--- src/rtl/dseq_pkg.sv ---
// dseq_pkg: shared state encoding, ALU opcodes and fixed addresses for the distance sequencer.
package dseq_pkg;
  typedef enum logic [2:0] {
    S_IDLE,
    S_CLEAR,
    S_LOAD_A,
    S_LOAD_B,
    S_ABS,
    S_ACC,
    S_OUT
  } state_t;
  localparam logic [1:0] OP_ADD     = 2'b00;
  localparam logic [1:0] OP_SUB     = 2'b01;
  localparam logic [1:0] OP_ABSDIFF = 2'b10;
  localparam logic [1:0] OP_PASS    = 2'b11;
  localparam int ACC_ADDR = 0;
endpackage

--- src/rtl/dseq_decode.sv ---
// dseq_decode: combinational map from sequencer state, element index and stream valid to datapath controls.
module dseq_decode
  import dseq_pkg::*;
#(
  parameter int W = 4
) (
  input  state_t         state,
  input  logic [W-1:0]   k,
  input  logic           In_valid,
  output logic           In_ready,
  output logic           Busy,
  output logic           Done,
  output logic           Write_en,
  output logic           Mux_in,
  output logic [W-1:0]   Addr_in,
  output logic [1:0]     Opcode,
  output logic [W-1:0]   Addr_out1,
  output logic [W-1:0]   Addr_out2,
  output logic           Out_enable
);
  localparam logic [W-1:0] HALF = W'(1 << (W - 1));
  localparam logic [W-1:0] ACC  = W'(ACC_ADDR);
  always_comb begin
    In_ready   = 1'b0;
    Busy       = state != S_IDLE;
    Done       = 1'b0;
    Write_en   = 1'b0;
    Mux_in     = 1'b0;
    Addr_in    = '0;
    Opcode     = OP_ADD;
    Addr_out1  = '0;
    Addr_out2  = '0;
    Out_enable = 1'b0;
    case (state)
      S_CLEAR: begin
        Opcode    = OP_SUB;
        Addr_out1 = ACC;
        Addr_out2 = ACC;
        Addr_in   = ACC;
        Mux_in    = 1'b1;
        Write_en  = 1'b1;
      end
      S_LOAD_A: begin
        In_ready = 1'b1;
        Addr_in  = k;
        Write_en = In_valid;
      end
      S_LOAD_B: begin
        In_ready = 1'b1;
        Addr_in  = HALF + k;
        Write_en = In_valid;
      end
      S_ABS: begin
        Opcode    = OP_ABSDIFF;
        Addr_out1 = k;
        Addr_out2 = HALF + k;
        Addr_in   = HALF;
        Mux_in    = 1'b1;
        Write_en  = 1'b1;
      end
      S_ACC: begin
        Opcode    = OP_ADD;
        Addr_out1 = ACC;
        Addr_out2 = HALF;
        Addr_in   = ACC;
        Mux_in    = 1'b1;
        Write_en  = 1'b1;
      end
      S_OUT: begin
        Addr_out1  = ACC;
        Out_enable = 1'b1;
        Done       = 1'b1;
      end
      default: ;
    endcase
  end
endmodule

--- src/rtl/distance_sequencer.sv ---
// distance_sequencer: start/busy/done FSM that loads two vectors and accumulates their Manhattan distance.
// Optional DSEQ_ABORT_EN adds an Abort input that returns any running sequence to IDLE.
module distance_sequencer
  import dseq_pkg::*;
#(
  parameter int num_bit_of_column = 4
) (
  input  logic                         CLK,
  input  logic                         RST_n,
`ifdef DSEQ_ABORT_EN
  input  logic                         Abort,
`endif
  input  logic                         Start,
  input  logic [num_bit_of_column-1:0] Length,
  input  logic                         In_valid,
  output logic                         In_ready,
  output logic                         Busy,
  output logic                         Done,
  output logic                         Write_en,
  output logic                         Mux_in,
  output logic [num_bit_of_column-1:0] Addr_in,
  output logic [1:0]                   Opcode,
  output logic [num_bit_of_column-1:0] Addr_out1,
  output logic [num_bit_of_column-1:0] Addr_out2,
  output logic                         Out_enable
);
  localparam int W = num_bit_of_column;
  localparam logic [W-1:0] LMAX = W'((1 << (W - 1)) - 1);
  state_t state, state_n;
  logic [W-1:0] k, k_n, l, l_n;
  always_ff @(posedge CLK or negedge RST_n) begin
    if (!RST_n) begin
      state <= S_IDLE;
      k     <= '0;
      l     <= '0;
    end else begin
      state <= state_n;
      k     <= k_n;
      l     <= l_n;
    end
  end
  always_comb begin
    state_n = state;
    k_n     = k;
    l_n     = l;
    case (state)
      S_IDLE: if (Start) begin
        state_n = S_CLEAR;
        l_n     = Length > LMAX ? LMAX : Length;
        k_n     = W'(1);
      end
      S_CLEAR: state_n = l != '0 ? S_LOAD_A : S_OUT;
      S_LOAD_A: if (In_valid) begin
        state_n = k == l ? S_LOAD_B : S_LOAD_A;
        k_n     = k == l ? W'(1) : k + W'(1);
      end
      S_LOAD_B: if (In_valid) begin
        state_n = k == l ? S_ABS : S_LOAD_B;
        k_n     = k == l ? W'(1) : k + W'(1);
      end
      S_ABS: state_n = S_ACC;
      S_ACC: begin
        state_n = k < l ? S_ABS : S_OUT;
        k_n     = k + W'(1);
      end
      S_OUT: state_n = S_IDLE;
      default: state_n = S_IDLE;
    endcase
`ifdef DSEQ_ABORT_EN
    // Abort also masks a Start arriving in IDLE.
    if (Abort) begin
      state_n = S_IDLE;
      k_n     = k;
      l_n     = l;
    end
`endif
  end
  dseq_decode #(.W(W)) u_decode (
    .state      (state),
    .k          (k),
    .In_valid   (In_valid),
    .In_ready   (In_ready),
    .Busy       (Busy),
    .Done       (Done),
    .Write_en   (Write_en),
    .Mux_in     (Mux_in),
    .Addr_in    (Addr_in),
    .Opcode     (Opcode),
    .Addr_out1  (Addr_out1),
    .Addr_out2  (Addr_out2),
    .Out_enable (Out_enable)
  );
endmodule

--- config.mk ---
export PLATFORM = sky130hd
export DESIGN_NAME = distance_sequencer
export DESIGN_NICKNAME = d
export VERILOG_FILES = /design/src/rtl/dseq_pkg.sv /design/src/rtl/dseq_decode.sv /design/src/rtl/distance_sequencer.sv
export SDC_FILE = /design/constraint.sdc
export NUM_CORES = 1
export LEC_CHECK = 0
export ABC_AREA = 1
export CORE_MARGIN = 2
export CORE_UTILIZATION = 48
export DETAILED_ROUTE_END_ITERATION = 8
export PLACE_DENSITY_LB_ADDON = 0.25
export SLEW_MARGIN = 20
export SYNTH_ARGS = -nofsm -noshare
export SYNTH_HDL_FRONTEND = slang
export SYNTH_SLANG_ARGS = --single-unit
--- constraint.sdc ---
create_clock -name CLK -period 4.4 [get_ports CLK]
set_clock_uncertainty 0.05 [all_clocks]
set_input_delay 0.66 -clock CLK [delete_from_list [all_inputs] [get_ports CLK]]
set_output_delay 0.66 -clock CLK [all_outputs]
set_load 0.01 [all_outputs]
Word-level counts from Yosys, hierarchy flattened
Index checks and enable logic that the tools add are counted.
- output and inout bits: 20
- word-level logic and storage cells: 48
- memory bits (writable): 0
- memories kept: 0
- register bits: 11
- memory bits (read-only): 0
- latch bits: 0
- equality and inequality tests: 11
- reduce and logical (&&, ||, !) cells: 9
- muxes and demuxes: 21
- divide/modulo/power cells: 0
- $add $sub $neg: 2
- shifts and indexed selects: 0
- bitwise operators: 0
- $mul: 0
- order comparisons: 2
- operators by type and width (kind ; count):
    4-bit one-hot mux with 3 select lines ; 2
    4-bit two-way mux ; 5
    3-bit one-hot mux with 6 select lines ; 1
    3-bit two-way mux ; 5
    3-bit equality test (second input constant) ; 3
    4-bit one-hot mux with 2 select lines ; 1
    3-bit by 2-bit equality test with 1-bit output (second input constant) ; 2
    2-bit inequality test (second input constant) ; 3
    3-bit AND reduction ; 2
    3-bit nonzero test ; 2
    4-bit by 1-bit adder with 4-bit output (second input constant) ; 1
    4-bit adder (first input constant) ; 1
    4-bit equality test ; 1
    4-bit by 3-bit > comparator with 1-bit output (second input constant) ; 1
    4-bit less-than comparator ; 1
    1-bit two-way mux ; 4
    2-bit one-hot mux with 2 select lines ; 1
    4-bit nonzero test ; 1
    3-bit by 1-bit equality test with 1-bit output (second input constant) ; 1
    3-bit logical NOT ; 1
    3-bit OR reduction ; 1
    2-bit two-way mux ; 1
    2-bit by 1-bit inequality test with 1-bit output (second input constant) ; 1
    1-bit one-hot mux with 2 select lines ; 1
    other kinds (2) ; 2

Logic depth before layout (Yosys ltp)
Gate-level depths: netlist (run 1).
- depth in word-level cells: 4
- depth in mapped cells: 10
- depth with buffers taken out: 10

Hierarchy
Synthesis (run 1) repeated with hierarchy kept, for this count alone.
- cell total of the unflattened synthesis: 143
- area, all modules: 904.6 µm²
- modules (own cells, without submodules) (module ; area an instance (µm²) ; sequential area each (µm²) ; instances ; cells an instance):
    distance_sequencer ; 737.0 ; 275.3 ; 1 ; 107
    dseq_decode ; 167.7 ; 0.0 ; 1 ; 36

Worst setup path before layout (run 1)
Ideal clock, no wire load.
- path type: reg-to-output
- start point: register state[2]
- end point: output Addr_out1[0]
- setup slack: 2.589 ns
- data arrival time: 1.101 ns
- stages on the path, launching flop included: 7
- buffers on the path: 0
- required time: 3.690 ns
- path through: dfrtp_1 > inv_2 > nor2_1 > inv_1 > nor2_2 > inv_2 > nor2_1
- word-level cells in the longest chain between the ends: 2
- ends and longest elaborated chain (what ; line ; text):
    start, declared ; distance_sequencer.sv:29 ; state_t state, state_n;
    start signal, assigned ; distance_sequencer.sv:37 ; state <= state_n;
    3-bit equality test ; dseq_decode.sv:34 ; case (state)
    4-bit two-way mux ; dseq_decode.sv:34 ;
    end, declared ; distance_sequencer.sv:23 ; output logic [num_bit_of_column-1:0] Addr_out1,
Every way passes these cells.

Final worst setup path (run 1)
- start point: register state[2]
- end point: output Addr_out1[3]
The elaborated chain is that of the path after synthesis.

==> results of run 1 <==
routing by layer:
| metal | up-vias | share of wire | wire [µm] |
|---|---|---|---|
| met5 | - | 0 | 0 |
| met1 | 399 | 0.45 | 898 |
| met2 | 30 | 0.48 | 953 |
| met3 | 5 | 0.048 | 97 |
| li1 | 464 | - | - |
| met4 | 0 | 0.026 | 53 |
layout make-up:
type                            instances  share of cell area
Tap cell                               25              0.0267
Clock buffer                            4              0.0224
Timing Repair Buffer                   27               0.231
Inverter                               23              0.0737
Multi-Input combinational cell         93               0.411
Sequential cell                        11               0.235
through the flow:
stage | instance area, µm² | utilization | setup slack (ns) | hold WS, ns
final | 1170 | 0.686 | 1.77 | 0.456
after global routing | 1170 | 0.686 | 1.64 | 0.505
after CTS | 1170 | 0.686 | 1.76 | 0.466
after detailed placement | 1140 | 0.670 | 1.80 | 0.450
after global placement | 1140 | 0.670 | 1.81 | 0.432
after floorplan | 856 | - | 2.59 | 0.314
power by group through the flow:
stage	combinational [mW]	clock, mW	sequential (mW)
5_1_grt	0.492	0.0766	0.199
4_1_cts	0.436	0.0737	0.192
3_5_place_dp	0.434	0	0.195
2_1_floorplan	0.301	0	0.172
6_report	0.433	0.0710	0.193
3_3_place_gp	0.423	0	0.192
cells by family after synthesis:
kind of cell | count (synthesis) | share of synthesized area
AND/OR/NAND/NOR | 66 | 0.342
buffers and inverters | 25 | 0.115
AO/OA/AOI/OAI | 20 | 0.127
flip-flops | 11 | 0.322
adder cells (fa/ha/maj) | 5 | 0.0731
XOR/XNOR | 2 | 0.0205
layout by cell type (no fill, tap or decap), drive strengths merged:
| master | netlist | final |
|---|---|---|
| inv | 23 | 23 |
| o211ai | 1 | 1 |
| a211oi | 1 | 1 |
| clkdlybuf4s50 | 0 | 27 |
| nand3 | 6 | 6 |
| nor4 | 1 | 1 |
| nand4 | 3 | 3 |
| clkbuf | 0 | 4 |
| nand2 | 32 | 32 |
| nor2 | 24 | 24 |
| dfrtp | 11 | 11 |
| o21ai | 15 | 15 |
| a21oi | 3 | 3 |
| xnor2 | 1 | 1 |
| xor2 | 1 | 1 |
| ha | 5 | 5 |
critical path, delay by kind of cell (launching register included):
kind / cells / cell delay (ns)
AND/OR/NAND/NOR: 3 / 0.33
buffers and inverters: 4 / 0.87
flip-flops: 1 / 0.45
state kept, by name, indices dropped and copies added, names as in the netlist:
register / flops
k: 4
state: 3
l: 4
how the worst max path moves through the flow:
stage / start / to / slack, ns / cells after the start
finish: state[2]$_DFFE_PN0P_ / Addr_out1[3] / 1.77 / 7
global route: state[2]$_DFFE_PN0P_ / Addr_out1[2] / 1.64 / 7
CTS: state[2]$_DFFE_PN0P_ / Addr_out1[3] / 1.76 / 7
detailed placement: In_valid / Write_en / 1.80 / 4
global placement: In_valid / Write_en / 1.81 / 4
floorplan: state[2]$_DFFE_PN0P_ / Addr_out1[0] / 2.59 / 6
==> metrics.txt, run 1 <==
GR Util met2=0.389; drc violations=0; number of cell rows=15; critical path type=reg -> out; Arr. time, crit path=1.92 ns; Slew Limit Fails=0; layout cells sized above 1=0.0949; share of the yosys chip area belonging to registers=0.322; vias in the first global route=791; final worst-path cycle share=0.598; sw frac=0.481; area growth from synthesis to layout=36.8%; Post-Syn Area=856 µm²; clk_lat worst skew=0.27 ns; Setup crit start kind=register; Synth Register Bits=11; initial antenna violation count=0; Lkg Pwr=0.579 nW; Starting Density=0.501; CP max stage cell=clkdlybuf4s50_1; total power=0.697 mW; Synthesized Nets=142; wire per inst=10.9 µm; hold endpoint=l[3]$_DFFE_PN0P_; Cell variety after synth=22; clock sinks=11; CTS tree=done; Reg2Reg Depth=8; top post-synthesis cells by count=29 x nand2_1, 20 x nor2_1, 19 x inv_1, 14 x o21ai_0, 11 x dfrtp_1; met1 Use GR=0.262; Psw=0.335 mW; clock buffer depth=2; beginning of the worst hold path=l[3]$_DFFE_PN0P_; Crit. End Element=primary output; full die area=2140 µm²; max_slew headroom=0.644; first-pass GRT wire length=3.30 mm; TNS Setup=0 ns; clock group share of total power=0.102; VDD IR max=316 µV; Avg Inst Size Synth=6.63 µm²; fillers=141; area of the multi-input gates=482 µm²; Die Span Y=46.2 µm; Sequential Area=275 µm²; Max-Cap Viols=0; H-tree depth=1; GRT Overall Usage=0.225; Port Buffer Count=27; Least-Margin Pin Slew=0.533 ns; largest net degree at the start of global routing=12; clock transition at the registers of the reported paths=0.07 ns; GR met3 Demand/Resource=0.0235; EDFF count, synth=0; Final Hold Violating Endpoints=0; grt ovf=0; Die W=46.2 µm; reg2reg end=state[0]$_DFFE_PN0P_; Final ANT Viol Nets=0; DRT Pass-1 Iters=4; Root Driver=clkbuf_4; area of the core=1710 µm²; most common cell in the netlist=nand2_1; post-route minimum period=2.63 ns; Worst Hold Depth=2; Data required, critical path=3.69 ns; Layout Nets=172; reg-to-reg startpoint=k[3]$_DFFE_PN0P_; Post-synth top flop=dfrtp_1; Int Pwr=0.362 mW; # placed instances=179; Mapped Cells=129; crit-path cells=inv_2 -> nor2_1 -> inv_1 -> nor2_2 -> inv_2 -> nor2_1 -> clkdlybuf4s50_1; Seq pwr share=0.277; fin cells=183; leading post-synthesis cells by cell area=dfrtp_1 32%, nand2_1 13%, nor2_1 8.8%, inv_1 8.3%, o21ai_0 8.2%; outcome=finished, final reports clean; fmax=0.380 GHz; DPL Wire Length=1.64 mm; top cell type's share of synthesized area=0.322; Gate power share=0.621; # IOs=28; routability cong.=0.916; # hold bufs at CTS=0; dominant cell type by area after synthesis=dfrtp_1; Setup Viol. Count Final=0; global-route layer with the greatest usage=met2; CTS buffer count=3; DRC marker count from the first detailed-route iteration=23; synthesis warning total=0; worst hold path class=reg -> reg; Antenna Cells=0; worst-path maximum fanout=8; post-cts sizing count=0; P per Cell Area=595 nW/µm²; WL final=2.00 mm; R2R Setup Slk=2.85 ns; Post-CTS Setup Bufs=0; vias per cell=4.91; vias after detailed routing=898; Post-synth ARST share=1.00; Worst path max stage delay=0.55 ns; RSZ-0062 raised after global routing=false
No activity file was read; power rests on OpenSTA's default activity.
==> run 2: changes to the inputs <==
Settings changed: CORE_UTILIZATION 48 to 45.
Clock period 4.4 ns to 2.5 ns, I/O delays scaled along.
==> metrics.txt, run 2 (synthesized netlist as in run 1, its figures left out) <==
outcome=finished, final reports clean; fin cells=183 (unchanged); GRT Overall Usage=0.213 (-0.0114); GR met3 Demand/Resource=0.0340 (+0.0104); placed inst area=1140 µm² (unchanged); # IOs=28 (unchanged); Arr. time, crit path=1.91 ns (about the same); Final ANT Viol Nets=0 (unchanged); total power=1.24 mW (+77%); fillers=168 (+19%); clk_lat worst skew=0.27 ns (about the same); post-route minimum period=2.33 ns; Min Hold Slack=0.385 ns (-0.0704 ns); layout cells sized above 1=0.0949 (unchanged); Lkg Pwr=0.579 nW (unchanged); clock transition at the registers of the reported paths=0.07 ns (about the same); DRT Pass-1 Iters=4 (unchanged); grt ovf=0 (unchanged); DRC marker count from the first detailed-route iteration=12 (-48%); pre-CTS setup slack=0.447 ns (-1.35 ns); full die area=2270 µm² (+6.1%); routability cong.=0.909 (-0.76%); Setup crit start kind=register; final worst-path cycle share=0.934; fmax=0.428 GHz; Port Buffer Count=27 (unchanged); area growth from synthesis to layout=36.8% (unchanged); most common cell after layout, fill and taps aside=nand2_1; met1 Use GR=0.244 (-0.0178); wire per inst=11.5 µm (+5.1%); first-pass GRT wire length=3.37 mm (+2.1%); global-route layer with the greatest usage=met2; final worst slack=0.166 ns (-1.60 ns); Starting Density=0.485 (-0.0160); DPL Wire Length=1.73 mm (+5.4%); Antenna Cells=0 (unchanged); Die W=47.6 µm (+3.0%); Final Hold Violating Endpoints=0 (unchanged); Crit. End Element=primary output; GR Util met2=0.389 (about the same); Gate power share=0.625 (+0.004); Max-Cap Viols=0 (unchanged); area of the core=1760 µm² (+3.3%); Int Pwr=0.638 mW (+76%); RSZ-0062 raised after global routing=false; Psw=0.598 mW (+78%); worst hold path class=in -> async; Least-Margin Pin Slew=0.509 ns (-0.0238 ns); Layout Nets=172 (unchanged); CTS tree=done; Seq pwr share=0.274 (-0.003); vias per cell=5.02 (+2.2%); Final Util=0.664 (-0.0219); largest net degree at the start of global routing=12 (unchanged); initial antenna violation count=0 (unchanged); WL final=2.10 mm (+5.1%); clock group share of total power=0.102 (about the same); clock buffer depth=2 (unchanged); P per Cell Area=1060 nW/µm² (+77%); Root Driver=clkbuf_4; max_slew headroom=0.660 (+0.0159); post-cts sizing count=0 (unchanged); most frequent cells in the layout=29 x nand2_1, 27 x clkdlybuf4s50_1, 20 x nor2_1; sw frac=0.484 (+0.00260); TNS Setup=0 ns (unchanged); Data required, critical path=2.08 ns (-1.61 ns); Largest regs=k: 4 flops, l: 4 flops, state: 3 flops; # placed instances=179 (unchanged); Setup Viol. Count Final=0 (unchanged); Die Span Y=47.6 µm (+3.0%); clock sinks=11 (unchanged); critical path type=reg -> out; Post-CTS Setup Bufs=0 (unchanged); CTS buffer count=3 (unchanged); number of cell rows=15 (unchanged); vias after detailed routing=918 (+2.2%); Design Area, Final=1170 µm² (unchanged); worst-path maximum fanout=8 (unchanged); VDD IR max=579 µV (+83%); # hold bufs at CTS=0 (unchanged); Slew Limit Fails=0 (unchanged); H-tree depth=1 (unchanged); vias in the first global route=815 (+3.0%); drc violations=0 (unchanged)
-- run 2: cell counts in the layout (fill, tap and decap cells not counted) --
Identical to the previous run, type by type.
-- run 2: power by group through the flow --
stage | clock, mW | sequential (mW) | combinational (mW)
2_1_floorplan | 0 | 0.303 | 0.530
3_3_place_gp | 0 | 0.337 | 0.745
3_5_place_dp | 0 | 0.340 | 0.771
4_1_cts | 0.128 | 0.336 | 0.775
5_1_grt | 0.138 | 0.348 | 0.877
6_report | 0.126 | 0.338 | 0.772
-- run 2: metal layers --
layer | vias to the layer above | part of all wire
li1 | 464 | -
met1 | 419 | 0.42
met2 | 30 | 0.51
met3 | 5 | 0.049
met4 | 0 | 0.018
met5 | - | 0
-- run 2: critical path, stage by stage, from the launching register on --
cell and delay (ns):
dfrtp_1 0.45, inv_2 0.12, nor2_1 0.11, inv_1 0.10
nor2_2 0.12, inv_2 0.08, nor2_1 0.10, clkdlybuf4s50_1 0.54
-- run 2: area by class of cell --
class	instances	area [µm²]	area share
flip-flops and latches	11	275	0.235
repair buffers	27	270	0.231
clock buffers	4	26.3	0.0224
multi-input cells	93	482	0.411
well taps	25	31.3	0.0267
inverters	23	86.3	0.0737
-- run 2: worst paths after layout --
kind	start	depth (start not counted)	endpoint	slack, ns
setup / recovery	state[2]$_DFFE_PN0P_	7	Addr_out2[0]	0.17
hold / removal	RST_n	1	l[2]$_DFFE_PN0P_	0.39
max in group asynchronous	RST_n	1	l[0]$_DFFE_PN0P_	1.68
hold reg to reg	l[3]$_DFFE_PN0P_	2	l[3]$_DFFE_PN0P_	0.46
min in group CLK	l[3]$_DFFE_PN0P_	2	l[3]$_DFFE_PN0P_	0.46
setup reg to reg	k[3]$_DFFE_PN0P_	8	state[0]$_DFFE_PN0P_	0.93
==> run 3: changes to the inputs <==
--- a/config.mk
+++ b/config.mk
@@ -8,5 +8,5 @@
 export ABC_AREA = 1
 export CORE_MARGIN = 2
-export CORE_UTILIZATION = 45
+export CORE_UTILIZATION = 40
 export DETAILED_ROUTE_END_ITERATION = 8
 export PLACE_DENSITY_LB_ADDON = 0.25
--- a/constraint.sdc
+++ b/constraint.sdc
@@ -3,3 +3,3 @@
 set_input_delay 0.375 -clock CLK [delete_from_list [all_inputs] [get_ports CLK]]
 set_output_delay 0.375 -clock CLK [all_outputs]
-set_load 0.01 [all_outputs]
+set_load 0.02 [all_outputs]
==> metrics.txt, run 3 (synthesized netlist as in run 1, its figures left out) <==
# IOs=28 (unchanged); Sequential Area=275 µm² (unchanged); CTS tree=done; area of the core=1980 µm² (+12%); largest net degree at the start of global routing=12 (unchanged); Post-CTS Setup Bufs=0 (unchanged); most common cell after layout, fill and taps aside=nand2_1; full die area=2530 µm² (+11%); Arr. time, crit path=1.94 ns (+0.03 ns); critical path type=reg -> out; Least-Margin Pin Slew=0.494 ns (-0.0153 ns); Root Driver=clkbuf_4; H-tree depth=1 (unchanged); Final Util=0.598 (-0.0653); Final ANT Viol Nets=0 (unchanged); Port Buffer Count=27 (unchanged); CTS buffer count=3 (unchanged); TNS Setup=0 ns (unchanged); Die Span Y=50.3 µm (+5.6%); VDD IR max=539 µV (-6.8%); area growth from synthesis to layout=38.6%; first-pass GRT wire length=3.45 mm (+2.5%); vias in the first global route=848 (+4.0%); clk_lat worst skew=0.27 ns (about the same); final worst-path cycle share=0.946 (+0.0122); RSZ-0062 raised after global routing=false; Data required, critical path=2.08 ns (about the same); CP startpoint=state[2]$_DFFE_PN0P_; Setup crit start kind=register; Max-Cap Viols=0 (unchanged); reg-to-reg startpoint=k[0]$_DFFE_PN0P_; vias after detailed routing=890 (-3.1%); Die W=50.3 µm (+5.6%); Setup Viol. Count Final=0 (unchanged); Antenna Cells=0 (unchanged); drc violations=0 (unchanged); WL final=2.04 mm (-2.9%); Final Hold Violating Endpoints=0 (unchanged); DRC marker count from the first detailed-route iteration=10 (-2); most frequent cells in the layout=29 x nand2_1, 22 x clkdlybuf4s50_1, 20 x nor2_1; wire per inst=11.0 µm (-3.9%); Layout Nets=172 (unchanged); DPL Wire Length=1.64 mm (-5.2%); GRT Overall Usage=0.177 (-0.0365); initial antenna violation count=0 (unchanged); worst hold path class=in -> async; P per Cell Area=1080 nW/µm² (+2.6%); Lkg Pwr=0.673 nW (+16%); clock transition at the registers of the reported paths=0.07 ns (about the same); Largest regs=k: 4 flops, l: 4 flops, state: 3 flops; clock buffer depth=2 (unchanged); Starting Density=0.432 (-0.0533); grt ovf=0 (unchanged); number of cell rows=16 (+1); worst-path maximum fanout=8 (unchanged); Slew Limit Fails=0 (unchanged); DRT Pass-1 Iters=4 (unchanged); vias per cell=4.81 (-4.1%); routability cong.=0.865 (-4.8%); clock sinks=11 (unchanged); max_slew headroom=0.670 (+0.0102); Crit. End Element=primary output; outcome=finished, final reports clean; area of the multi-input gates=482 µm² (unchanged); layout cells sized above 1=0.0949 (unchanged); fmax=0.423 GHz (-1.3%); fillers=174 (+3.6%); post-route minimum period=2.36 ns (+0.0305 ns)
[run 3: per-layer routing]
layer | vias up | routed length [µm] | GRT usage
met5 | - | 0 | 0
met2 | 34 | 942 | 0.303
met4 | 0 | 54 | 0.0926
met3 | 8 | 147 | 0.0238
li1 | 464 | - | -
met1 | 384 | 898 | 0.213
[run 3: what timing repair did]
item                       in CTS  in global routing
setup endpoints to repair       0                  5
hold buffers                    0                  0
resized for setup               0                  5
[run 3: cell type report]
type	count	area share
clock buffers	4	0.0222
repair buffers	27	0.238
multi-input cells	93	0.406
inverters	23	0.0728
flip-flops and latches	11	0.232
well taps	27	0.0285
[run 3: final timing paths]
path                            slack, ns  cells after the start              endpoint
worst max-delay path                 0.14                      7          Addr_out1[0]
worst min-delay path                 0.39                      1      l[2]$_DFFE_PN0P_
worst max register to register       0.91                      9  state[0]$_DFFE_PN0P_
worst min register to register       0.44                      2      l[3]$_DFFE_PN0P_
max in group asynchronous            1.68                      1      l[0]$_DFFE_PN0P_
min in group CLK                     0.44                      2      l[3]$_DFFE_PN0P_
[run 3: critical path, cell delays in order, from the launching register on]
cell and delay, ns:
dfrtp_1 0.45, inv_2 0.13, nor2_1 0.11, inv_1 0.09
nor2_2 0.12, inv_2 0.08, nor2_1 0.09, clkdlybuf4s50_1 0.60
[run 3: stage by stage]
stage          total power [mW]  setup slack (ns)  cell area [µm²]  hold slack (ns)  std cells
3_3_place_gp               1.14             0.405             1150            0.430        181
4_1_cts                    1.29             0.129             1170            0.409        185
3_5_place_dp               1.16             0.395             1150            0.431        181
5_1_grt                    1.42          0.000376             1190            0.431        185
2_1_floorplan             0.890             0.749              856           0.0294        129
6_report                   1.28             0.135             1190            0.387        185
[run 3: power breakdown]
| group | switching (mW) | total [mW] | internal (mW) |
|---|---|---|---|
| combinational | 0.501 | 0.828 | 0.326 |
| clock | 0.0587 | 0.120 | 0.0618 |
| sequential | 0.0864 | 0.336 | 0.250 |
